--- src/rtl/cmd_arbiter.sv ---
// Round-robin arbiter that shares one CMD_master between N_REQ command requesters.
// Latches one winner's index/arg, runs the command, and reports status back to that requester.
module cmd_arbiter #(
    parameter int N_REQ    = 2,
    parameter int WATCHDOG = 1024,
    parameter int WD_W     = 16
) (
    input  logic                  CLK_host,
    input  logic                  reset,
    input  logic [N_REQ-1:0]      req_valid,
    input  logic [6*N_REQ-1:0]    req_index,
    input  logic [32*N_REQ-1:0]   req_arg,
    output logic [N_REQ-1:0]      req_grant,
    output logic [N_REQ-1:0]      req_done,
    output logic                  req_error,
    output logic                  wd_error,
    output logic [31:0]           resp_status,
    output logic                  arb_busy,
    output logic                  new_cmd,
    output logic [5:0]            cmd_index,
    output logic [31:0]           cmd_arg,
    input  logic                  cmd_busy,
    input  logic                  cmd_complete,
    input  logic                  timeout_error,
    input  logic [31:0]           response_status
);

    localparam int PTR_W  = (N_REQ > 1) ? $clog2(N_REQ) : 1;
    localparam int WD_LIM = (WATCHDOG > 0) ? WATCHDOG - 1 : 0;
    localparam logic [WD_W-1:0] WD_LAST = WD_W'(WD_LIM);
    localparam logic [WD_W-1:0] WD_MAX  = '1;

    typedef enum logic [1:0] {IDLE, ISSUE, WAIT_DONE, REPORT} state_t;

    state_t             state, state_d;
    logic [PTR_W-1:0]   rr_ptr, rr_ptr_d;
    logic [WD_W-1:0]    wd_cnt, wd_cnt_d;
    logic [N_REQ-1:0]   grant_d, done_d;
    logic               error_d, wd_error_d, new_cmd_d;
    logic [31:0]        status_d, arg_d;
    logic [5:0]         index_d;

    logic               win_found;
    logic [PTR_W-1:0]   win_idx, cand;
    logic [N_REQ-1:0]   win_onehot;
    logic [5:0]         win_index;
    logic [31:0]        win_arg;

    // Search upward from the requester after the last winner, wrapping at N_REQ.
    always_comb begin
        win_found = 1'b0;
        win_idx   = rr_ptr;
        cand      = rr_ptr;
        for (int off = 1; off <= N_REQ; off++) begin
            cand = PTR_W'((int'(rr_ptr) + off) % N_REQ);
            if (!win_found && req_valid[cand]) begin
                win_found = 1'b1;
                win_idx   = cand;
            end
        end
    end

    always_comb begin
        win_onehot = '0;
        win_index  = '0;
        win_arg    = '0;
        for (int i = 0; i < N_REQ; i++) begin
            if (win_idx == PTR_W'(i)) begin
                win_onehot[i] = 1'b1;
                win_index     = req_index[6*i +: 6];
                win_arg       = req_arg[32*i +: 32];
            end
        end
    end

    always_comb begin
        state_d    = state;
        rr_ptr_d   = rr_ptr;
        wd_cnt_d   = wd_cnt;
        grant_d    = req_grant;
        done_d     = '0;
        error_d    = req_error;
        wd_error_d = wd_error;
        status_d   = resp_status;
        new_cmd_d  = 1'b0;
        index_d    = cmd_index;
        arg_d      = cmd_arg;

        case (state)
            IDLE: begin
                if (!cmd_busy && win_found) begin
                    state_d   = ISSUE;
                    grant_d   = win_onehot;
                    rr_ptr_d  = win_idx;
                    index_d   = win_index;
                    arg_d     = win_arg;
                    new_cmd_d = 1'b1;
                end
            end
            ISSUE: begin
                wd_cnt_d = '0;
                state_d  = WAIT_DONE;
            end
            WAIT_DONE: begin
                // A master timeout takes priority over a completion in the same cycle.
                if (timeout_error) begin
                    status_d   = '0;
                    error_d    = 1'b1;
                    wd_error_d = 1'b0;
                    done_d     = req_grant;
                    state_d    = REPORT;
                end else if (cmd_complete) begin
                    status_d   = response_status;
                    error_d    = 1'b0;
                    wd_error_d = 1'b0;
                    done_d     = req_grant;
                    state_d    = REPORT;
                end else if (WATCHDOG != 0 && wd_cnt == WD_LAST) begin
                    status_d   = '0;
                    error_d    = 1'b1;
                    wd_error_d = 1'b1;
                    done_d     = req_grant;
                    state_d    = REPORT;
                end else if (wd_cnt != WD_MAX) begin
                    wd_cnt_d = wd_cnt + WD_W'(1);
                end
            end
            REPORT: begin
                grant_d = '0;
                state_d = IDLE;
            end
            default: state_d = IDLE;
        endcase
    end

    always_ff @(posedge CLK_host) begin
        if (reset) begin
            state       <= IDLE;
            rr_ptr      <= PTR_W'(N_REQ - 1);
            wd_cnt      <= '0;
            req_grant   <= '0;
            req_done    <= '0;
            req_error   <= 1'b0;
            wd_error    <= 1'b0;
            resp_status <= '0;
            arb_busy    <= 1'b0;
            new_cmd     <= 1'b0;
            cmd_index   <= '0;
            cmd_arg     <= '0;
        end else begin
            state       <= state_d;
            rr_ptr      <= rr_ptr_d;
            wd_cnt      <= wd_cnt_d;
            req_grant   <= grant_d;
            req_done    <= done_d;
            req_error   <= error_d;
            wd_error    <= wd_error_d;
            resp_status <= status_d;
            arb_busy    <= (state_d != IDLE);
            new_cmd     <= new_cmd_d;
            cmd_index   <= index_d;
            cmd_arg     <= arg_d;
        end
    end

endmodule

--- config.mk ---
export PLATFORM = sky130hd
export DESIGN_NAME = cmd_arbiter
export DESIGN_NICKNAME = d
export VERILOG_FILES = /design/src/rtl/cmd_arbiter.sv
export SDC_FILE = /design/constraint.sdc
export NUM_CORES = 1
export LEC_CHECK = 0
export ABC_CLOCK_PERIOD_IN_PS = 2200
export CORE_MARGIN = 1.5
export CORE_UTILIZATION = 38
export DETAILED_ROUTE_END_ITERATION = 16
export GPL_TIMING_DRIVEN = 0
export MAX_ROUTING_LAYER = met4
export PLACE_DENSITY_LB_ADDON = 0.1
export REMOVE_ABC_BUFFERS = 1
export SYNTH_ARGS = -nofsm -noshare
export SYNTH_HDL_FRONTEND = slang
export SYNTH_SLANG_ARGS = --single-unit
--- constraint.sdc ---
create_clock -name CLK_host -period 2.2 [get_ports CLK_host]
set_clock_uncertainty 0.2 [all_clocks]
set_input_delay 0.33 -clock CLK_host [delete_from_list [all_inputs] [get_ports CLK_host]]
set_output_delay 0.33 -clock CLK_host [all_outputs]
set_load 0.01 [all_outputs]
; After elaboration in Yosys (flattened, before gate mapping)
; Cells that the tools add are included.
; W data, S select, Z words.
[totals]
regBits = 97
out_inout_bits = 78
elab_cells = 79
[classes]
n_addsub = 3
order_cmp = 2
n_eq_ne = 10
mux = 35
n_bitwise = 2
reduce_logical = 15
[ops]
columns = op, count
row1 = $mux W32, 4
row2 = $mux W16, 4
row3 = $pmux W16 S2, 1
row4 = $add A16 B1 Y16 const B, 1
row5 = $eq A16 B10 Y1 const B, 1
row6 = $mux W2, 8
row7 = $ne A16 B16 Y1 const B, 1
row8 = $mux W1, 15
row9 = $ne A2 B2 Y1 const B, 5
row10 = $pmux W2 S4, 1
row11 = $mux W6, 1
row12 = $reduce_and A2 Y1, 3
row13 = $reduce_bool A2 Y1, 3
row14 = $reduce_and A5 Y1, 1
row15 = $eq A2 B2 Y1 const B, 2
row16 = $lt A1 B2 Y1 const B, 2
row17 = $pmux W2 S2, 1
row18 = $reduce_or A2 Y1, 2
row19 = $reduce_bool A3 Y1, 1
row20 = $add A1 B1 Y1 const B, 2
row21 = $eq A2 B1 Y1 const B, 1
row22 = $logic_and A1 B1 Y1, 2
row23 = $logic_not A1 Y1, 2
row24 = $logic_not A2 Y1, 1
row25 = $not A1 Y1, 2

; Longest topological paths before layout
; Gate-level depths: netlist of run 1.
[logic_depth]
word_depth = 11
depth_mapped = 9
ltp_nobuf = 7

; Worst setup path after synthesis of run 1
; OpenSTA, ideal clock, no wires.
[synth_path]
path_type = reg-to-reg
startpoint = register state[0]
endpoint = register wd_cnt[0]
setup_time_ns = 0.070
arrival_time_ns = 1.856
t_required_ns = 1.930
setup_slack_ns = 0.074
stages_incl_launch_ff = 9
path_buffers = 1
cell_sequence = dfxtp_1 inv_1 ha_1 buf_2 nor2b_1 and3_4 a21o_1 or4_1 a21oi_1
[synth_via]
elab_chain_len = 3
[synth_lines]
columns = element, line_no
row1 = from (decl), 35  ; state_t state, state_d;
row2 = from (signal assigned), 151  ; state <= state_d;
row3 = $eq A2 B2 Y1 or $eq A2 B1 Y1 (tied branches), 89  ; case (state)
row4 = $ne A2 B2 Y1 (no line) or $reduce_bool A2 Y1 (tied branches), -
row5 = $reduce_and A5 Y1 (no line), -
row6 = to (signal assigned), 153  ; wd_cnt <= wd_cnt_d;
row7 = to (decl), 37  ; logic [WD_W-1:0] wd_cnt, wd_cnt_d;
; Parallel ways exist; a longest one is shown, timed or not.
; A chain may end at the register's enable or synchronous reset.

; Final worst setup path of run 1
; Same ends and word-level chain as after synthesis.

==> run_results.csv, run 1 <==
group,metric,value,unit
status,outcome,"complete, no violations",
floorplanning,die_height,108.2,um
cells_and_area,nets,766,
synth,seq_area_frac_synth,46.22,%
pwr,switchingPower,1.043,mW
critical_path,crit_path_start_kind,"flip-flop",
synth,synth-main-ff-cell,"dfxtp_1",
detailed_routing,drt_iter0_drc,211,
pwr,sequentialPowerShare,48.4,%
floorplanning,core,0.01079,mm^2
detailed_routing,vias_per_cell,5.185,
cells_and_area,fillers,921,
synth,yosysWarnings,0,
global_routing,grt_usage,20.41,%
clock_network,numClockSinks,97,
sta,fin_crit_sh,97.20,%
clock_network,cts_buffer_depth,2,
placement,dp_slack,-0.7112,ns
clock_network,clockRootBuffer,"clkbuf_8",
cells_and_area,drive_above_1_share,8.756,%
placement,io_buffers,192,
cells_and_area,syn_to_final_growth,58.10,%
detailed_routing,vias,4101,
sta,timing.final.ws_setup,0.06164,ns
pwr,peakVddDrop,0.3825,mV
critical_path,critical_path.max_fanout,15,
clock_network,clkTransAtPathRegs,0.10,ns
floorplanning,die_area,0.01170,mm^2
detailed_routing,first_pass_iters,4,
floorplanning,std_cell_rows,38,
synth,synth_edf_count,0,
sta,hold_viol_final,0,
critical_path,cp_data_required_time,2.29,ns
placement,place_area,0.006286,mm^2
pwr,p_int,2.881,mW
placement,dpl.hpwl,8.319,mm
pwr,power,3.924,mW
detailed_routing,ant_nets,0,
cells_and_area,fin_util,61.55,%
placement,finalWeightedCongestion,0.8685,
pwr,p_comb_share,22.1,%
cells_and_area,final_area,0.006643,mm^2
detailed_routing,drt_wl_total,11.97,mm
sta,slew_headroom,54.98,%
clock_network,clock_latency,0.36,ns
synth,netlist_instances,463,
sta,holdWs,0.1700,ns
clock_network,ctsHoldBuffers,0,
detailed_routing,drcViolationCount,0,
critical_path,end_kind,"flip-flop",
pwr,clkPwrFrac,29.5,%
cells_and_area,final_common_cell,"clkdlybuf4s50_1",
sta,fin_crit,2.138,ns
sta,tightest_slew,0.6723,ns
floorplanning,start_util,38.93,%
synth,synth.ff_latch_count,97,
pwr,p_leak,2.400,nW
synth,async_reset_ff_share,0,%
pwr,switching_share,26.58,%
global_routing,antenna_found_initial,0,
cells_and_area,layout_common_cells,"clkdlybuf4s50_1, dfxtp_1, nor2_1",
clock_network,cts.htree.levels,3,
clock_network,cts_tree,"yes",
sta,setup_viol,0,
sta,fmax,467.6,MHz
global_routing,grt_start_max_net_pins,62,
synth,yosysUniqueCellTypes,47,
detailed_routing,wire_per_inst,15.13,um
sta,slew_violations,0,
synth,syn_area,0.004202,mm^2
global_routing,grt_pass1_wl,18.15,mm
global_routing,grt_pass1_vias,3695,
run,cap_violations,0,
critical_path,path_class,"reg -> reg",
clock_network,numCtsBuffers,9,
cells_and_area,diodes,0,
critical_path,critPathArrivalTime,2.23,ns
worst_hold_path,hp-class,"in -> reg",
synth,synth.avg_cell_area,9.075,um^2
floorplanning,die_w,108.2,um
global_routing,overflow,0,
floorplanning,pin_count,193,
pwr,p_per_area,590.8,mW/mm^2
power by group through the flow:
stage / Clock (mW) / Sequential, mW / Combinational [mW]
after CTS: 1.21 / 1.90 / 0.856
after detailed placement: 0 / 1.94 / 0.838
after global routing: 1.27 / 1.91 / 0.936
final: 1.16 / 1.90 / 0.866
after floorplan: 0 / 1.97 / 0.307
after global placement: 0 / 1.93 / 0.828
critical path, stage by stage (launching register included):
cell,delay [ns]
dfxtp_2,0.39
inv_2,0.07
ha_4,0.18
nor2b_1,0.14
and3_4,0.18
a21o_4,0.28
or4_1,0.47
a21oi_1,0.15
layout make-up:
| type | count | area, um^2 | area share, % |
|---|---|---|---|
| timing repair buffer | 208 | 2120 | 31.91 |
| multi-input combinational | 322 | 2173 | 32.72 |
| inverter | 8 | 33.78 | 0.5086 |
| clock buffer | 11 | 131.4 | 1.978 |
| sequential | 97 | 1946 | 29.29 |
| tap | 140 | 175.2 | 2.637 |
| clock inverter | 5 | 63.81 | 0.9606 |
layer usage:
layer / vias up / wire [um] / part of all wire [%] / track usage [%]
met5: - / 0 / 0 / -
met4: 0 / 178 / 1.5 / 7.519
met3: 16 / 1045 / 8.7 / 6.389
met2: 161 / 5804 / 48 / 33.09
met1: 1859 / 4942 / 41 / 23.73
li1: 2065 / - / - / -
cell families after synthesis:
| family | synth area share [%] |
|---|---|
| flops | 46.22 |
| buf+inv | 4.527 |
| compound gates | 20.97 |
| fa+ha+maj | 1.489 |
| mux | 9.529 |
| simple gates | 17.27 |
final timing paths:
| kind | slack, ns | depth (start not counted) | from | to |
|---|---|---|---|---|
| setup / recovery | 0.06 | 7 | state[0] | wd_cnt[0] |
| hold / removal | 0.17 | 2 | reset | resp_status[18] |
| setup reg to reg | 0.06 | 7 | state[0] | wd_cnt[0] |
| hold reg to reg | 0.27 | 2 | req_error | req_error |
repair_timing:
action / 4_1_cts / 5_1_grt
buffers inserted: 6 / 4
pin swaps: 2 / 2
gates resized for setup: 8 / 8
endpoints found under the setup margin: 75 / 44
cloned: 1 / 1
cells in the mapped netlist, types with 3 or more instances:
cell type  instances  area (um^2)
or3_1              6        37.54
nor3_1             7        35.03
a22oi_1           32        240.2
buf_1              3        11.26
buf_2             14        70.07
a31oi_1            9        56.30
dfxtp_1           97         1942
nor2_1            84        315.3
nor3b_1            4        30.03
and3_1             3        18.77
ha_1               5        62.56
nand3_1            8        40.04
mux2i_1           40        400.4
nand4_1            7        43.79
inv_1              8        30.03
o21ai_0            8        40.04
nor4_1             3        18.77
a21oi_1           18        90.09
nand2b_1           3        18.77
a211oi_1          43        322.8
nand2_1           11        41.29
clkbuf_1          21        78.83
flip-flops by register name, indices dropped and copies added (netlist names):
signal / count
state: 2
req_grant: 2
new_cmd: 1
wd_cnt: 16
rr_ptr: 1
wd_error: 1
req_error: 1
resp_status: 32
cmd_arg: 32
req_done: 2
cmd_index: 6
arb_busy: 1
stage by stage:
step	TNS, ns	cells
3_5_place_dp	-38.02	763
3_3_place_gp	-256.81	757
2_1_floorplan	-125.61	425
4_1_cts	0	786
5_1_grt	-0.02797	791
6_report	0	791
No activity file was read; power rests on OpenSTA's default activity.
==> run 2: changes to the inputs <==
==> constraint.sdc (replaced) <==
create_clock -name CLK_host -period 2.2 [get_ports CLK_host]
set_clock_uncertainty 0.2 [all_clocks]
set_input_delay 0.33 -clock CLK_host [delete_from_list [all_inputs] [get_ports CLK_host]]
set_output_delay 0.33 -clock CLK_host [all_outputs]
set_load 0.1 [all_outputs]
==> run_results.csv, run 2 (synthesis results as in run 1) <==
group,metric,value,unit
run,cap_violations,0,
sta,slew_violations,0,
critical_path,path_buf_inv,1,
detailed_routing,vias,4110,
critical_path,critPathTopFamily,"buffers and inverters",
critical_path,cp_data_required_time,1.67,ns
sta,hold_viol_final,0,
worst_hold_path,worstHoldEndpoint,"resp_status[18]",
pwr,p_int,2.820,mW
sta,setup_viol,0,
worst_hold_path,min_from,"reset",
pwr,power,4.449,mW
critical_path,reg2reg_depth,6,
sta,tns,0,ns
global_routing,grt_start_max_net_pins,62,
sta,slew_headroom,32.66,%
critical_path,end_kind,"output pin",
cells_and_area,diodes,0,
pwr,p_leak,2.716,nW
critical_path,critPathArrivalTime,1.62,ns
detailed_routing,drt_wl_total,12.09,mm
cells_and_area,seq_area,0.001946,mm^2
detailed_routing,first_pass_iters,4,
critical_path,path_class,"reg -> out",
clock_network,cts_tree,"yes",
floorplanning,pin_count,193,
floorplanning,std_cell_rows,38,
critical_path,r2r_slack,0.06,ns
pwr,p_comb_share,31.3,%
pwr,switching_share,36.62,%
cells_and_area,multiInputGateArea,0.002173,mm^2
floorplanning,die_area,0.01170,mm^2
floorplanning,die_w,108.2,um
global_routing,antenna_found_initial,0,
global_routing,grt_pass1_wl,18.16,mm
critical_path,crit_chain,"dlygate4sd2_1",
clock_network,cts.htree.levels,3,
cells_and_area,drive_above_1_share,8.909,%
cells_and_area,final_common_cell,"clkdlybuf4s50_1",
floorplanning,die_height,108.2,um
detailed_routing,vias_per_cell,5.196,
placement,dpl.hpwl,8.319,mm
status,outcome,"complete, no violations",
pwr,clkPwrFrac,26.1,%
detailed_routing,drt_iter0_drc,193,
critical_path,crit_start,"req_grant[1]",
detailed_routing,drcViolationCount,0,
pwr,peakVddDrop,0.3951,mV
clock_network,clockRootBuffer,"clkbuf_8",
critical_path,worst_path_max_delay_cell,"dlygate4sd2_1",
global_routing,grt_usage,20.41,%
detailed_routing,ant_nets,0,
sta,fin_crit,2.154,ns
placement,io_buffers,192,
cells_and_area,nets,766,
floorplanning,core,0.01079,mm^2
worst_hold_path,whs_path_depth,2,
critical_path,r2r-start,"state[1]",
cells_and_area,layout_common_cells,"clkdlybuf4s50_1, dfxtp_1, nor2_1",
clock_network,clkTransAtPathRegs,0.10,ns
clock_network,clock_latency,0.36,ns
pwr,p_per_area,679.8,mW/mm^2
clock_network,numClockSinks,97,
cells_and_area,fillers,952,
sta,fmax,464.2,MHz
critical_path,cpPeakStageDelay,0.90,ns
cells_and_area,final_cells,791,
cells_and_area,top_regs,"cmd_arg x32, resp_status x32, wd_cnt x16",
sta,holdWs,0.1695,ns
cells_and_area,final_area,0.006545,mm^2
placement,place_area,0.006286,mm^2
pwr,switchingPower,1.630,mW
placement,place_inst,763,
sta,tightest_slew,1.014,ns
global_routing,overflow,0,
critical_path,critical_path.max_fanout,3,
clock_network,numCtsBuffers,9,
detailed_routing,wire_per_inst,15.28,um
floorplanning,start_util,38.93,%
placement,finalWeightedCongestion,0.8685,
clock_network,cts_buffer_depth,2,
critical_path,crit_path_start_kind,"flip-flop",
cells_and_area,syn_to_final_growth,55.78,%
global_routing,grt_pass1_vias,3703,
worst_hold_path,hp-class,"in -> reg",
pwr,sequentialPowerShare,42.6,%
critical_path,r2r-end,"wd_cnt[0]",
sta,fin_crit_sh,97.92,%
==> run 2: changes by cell type in the layout (fill, tap and decap cells not counted), sizes merged <==
cell and delta:
clkdlybuf4s50 -78, clkdlybuf4s15 +3, dlygate4sd2 +74, clkbuf +1
==> run 2: worst max-delay path by stage <==
stage | slack, ns | depth (start not counted) | to
final | 0.05 | 1 | req_grant[1]
after global placement | -3.30 | 5 | cmd_arg[8]
after global routing | -0.02 | 7 | state[0]
after detailed placement | -0.71 | 7 | wd_cnt[3]
after floorplan | -1.93 | 3 | cmd_arg[0]
after CTS | 0.02 | 1 | req_grant[0]
==> run 2: what timing repair did <==
action                     in CTS  in global routing
gates resized for setup        87                 12
cloned                          1                  1
buffers inserted                6                  4
pin swaps                       2                  2
setup endpoints to repair     153                 48
hold buffers                    0                  0
==> run 2: per-stage QoR <==
stage / util (%) / worst slack, ns
2_1_floorplan: - / -1.928
5_1_grt: 60.64 / -0.01995
3_5_place_dp: 58.24 / -0.7112
6_report: 60.64 / 0.04583
4_1_cts: 60.02 / 0.01920
3_3_place_gp: 56.87 / -3.296
==> run 2: layer usage <==
layer	share of wire [%]	global-route usage [%]	vias to the layer above
li1	-	-	2077
met1	42	23.69	1857
met2	48	32.91	158
met3	8.4	6.389	18
met4	1.8	7.989	0
met5	0	-	-
==> run 2: area by class of cell <==
class | count | area share [%]
flip-flops and latches | 97 | 29.73
clock inverters | 5 | 0.9750
multi-input cells | 322 | 33.21
inverters | 8 | 0.5162
well taps | 140 | 2.676
repair buffers | 208 | 30.89
clock buffers | 11 | 2.007
==> run 2: power by group through the flow <==
stage	Clock [mW]	Combinational, mW	Sequential, mW
after floorplan	0	0.308	2.56
after global placement	0	1.41	1.93
after detailed placement	0	1.42	1.94
after CTS	1.21	1.38	1.90
after global routing	1.27	1.46	1.91
final	1.16	1.39	1.90
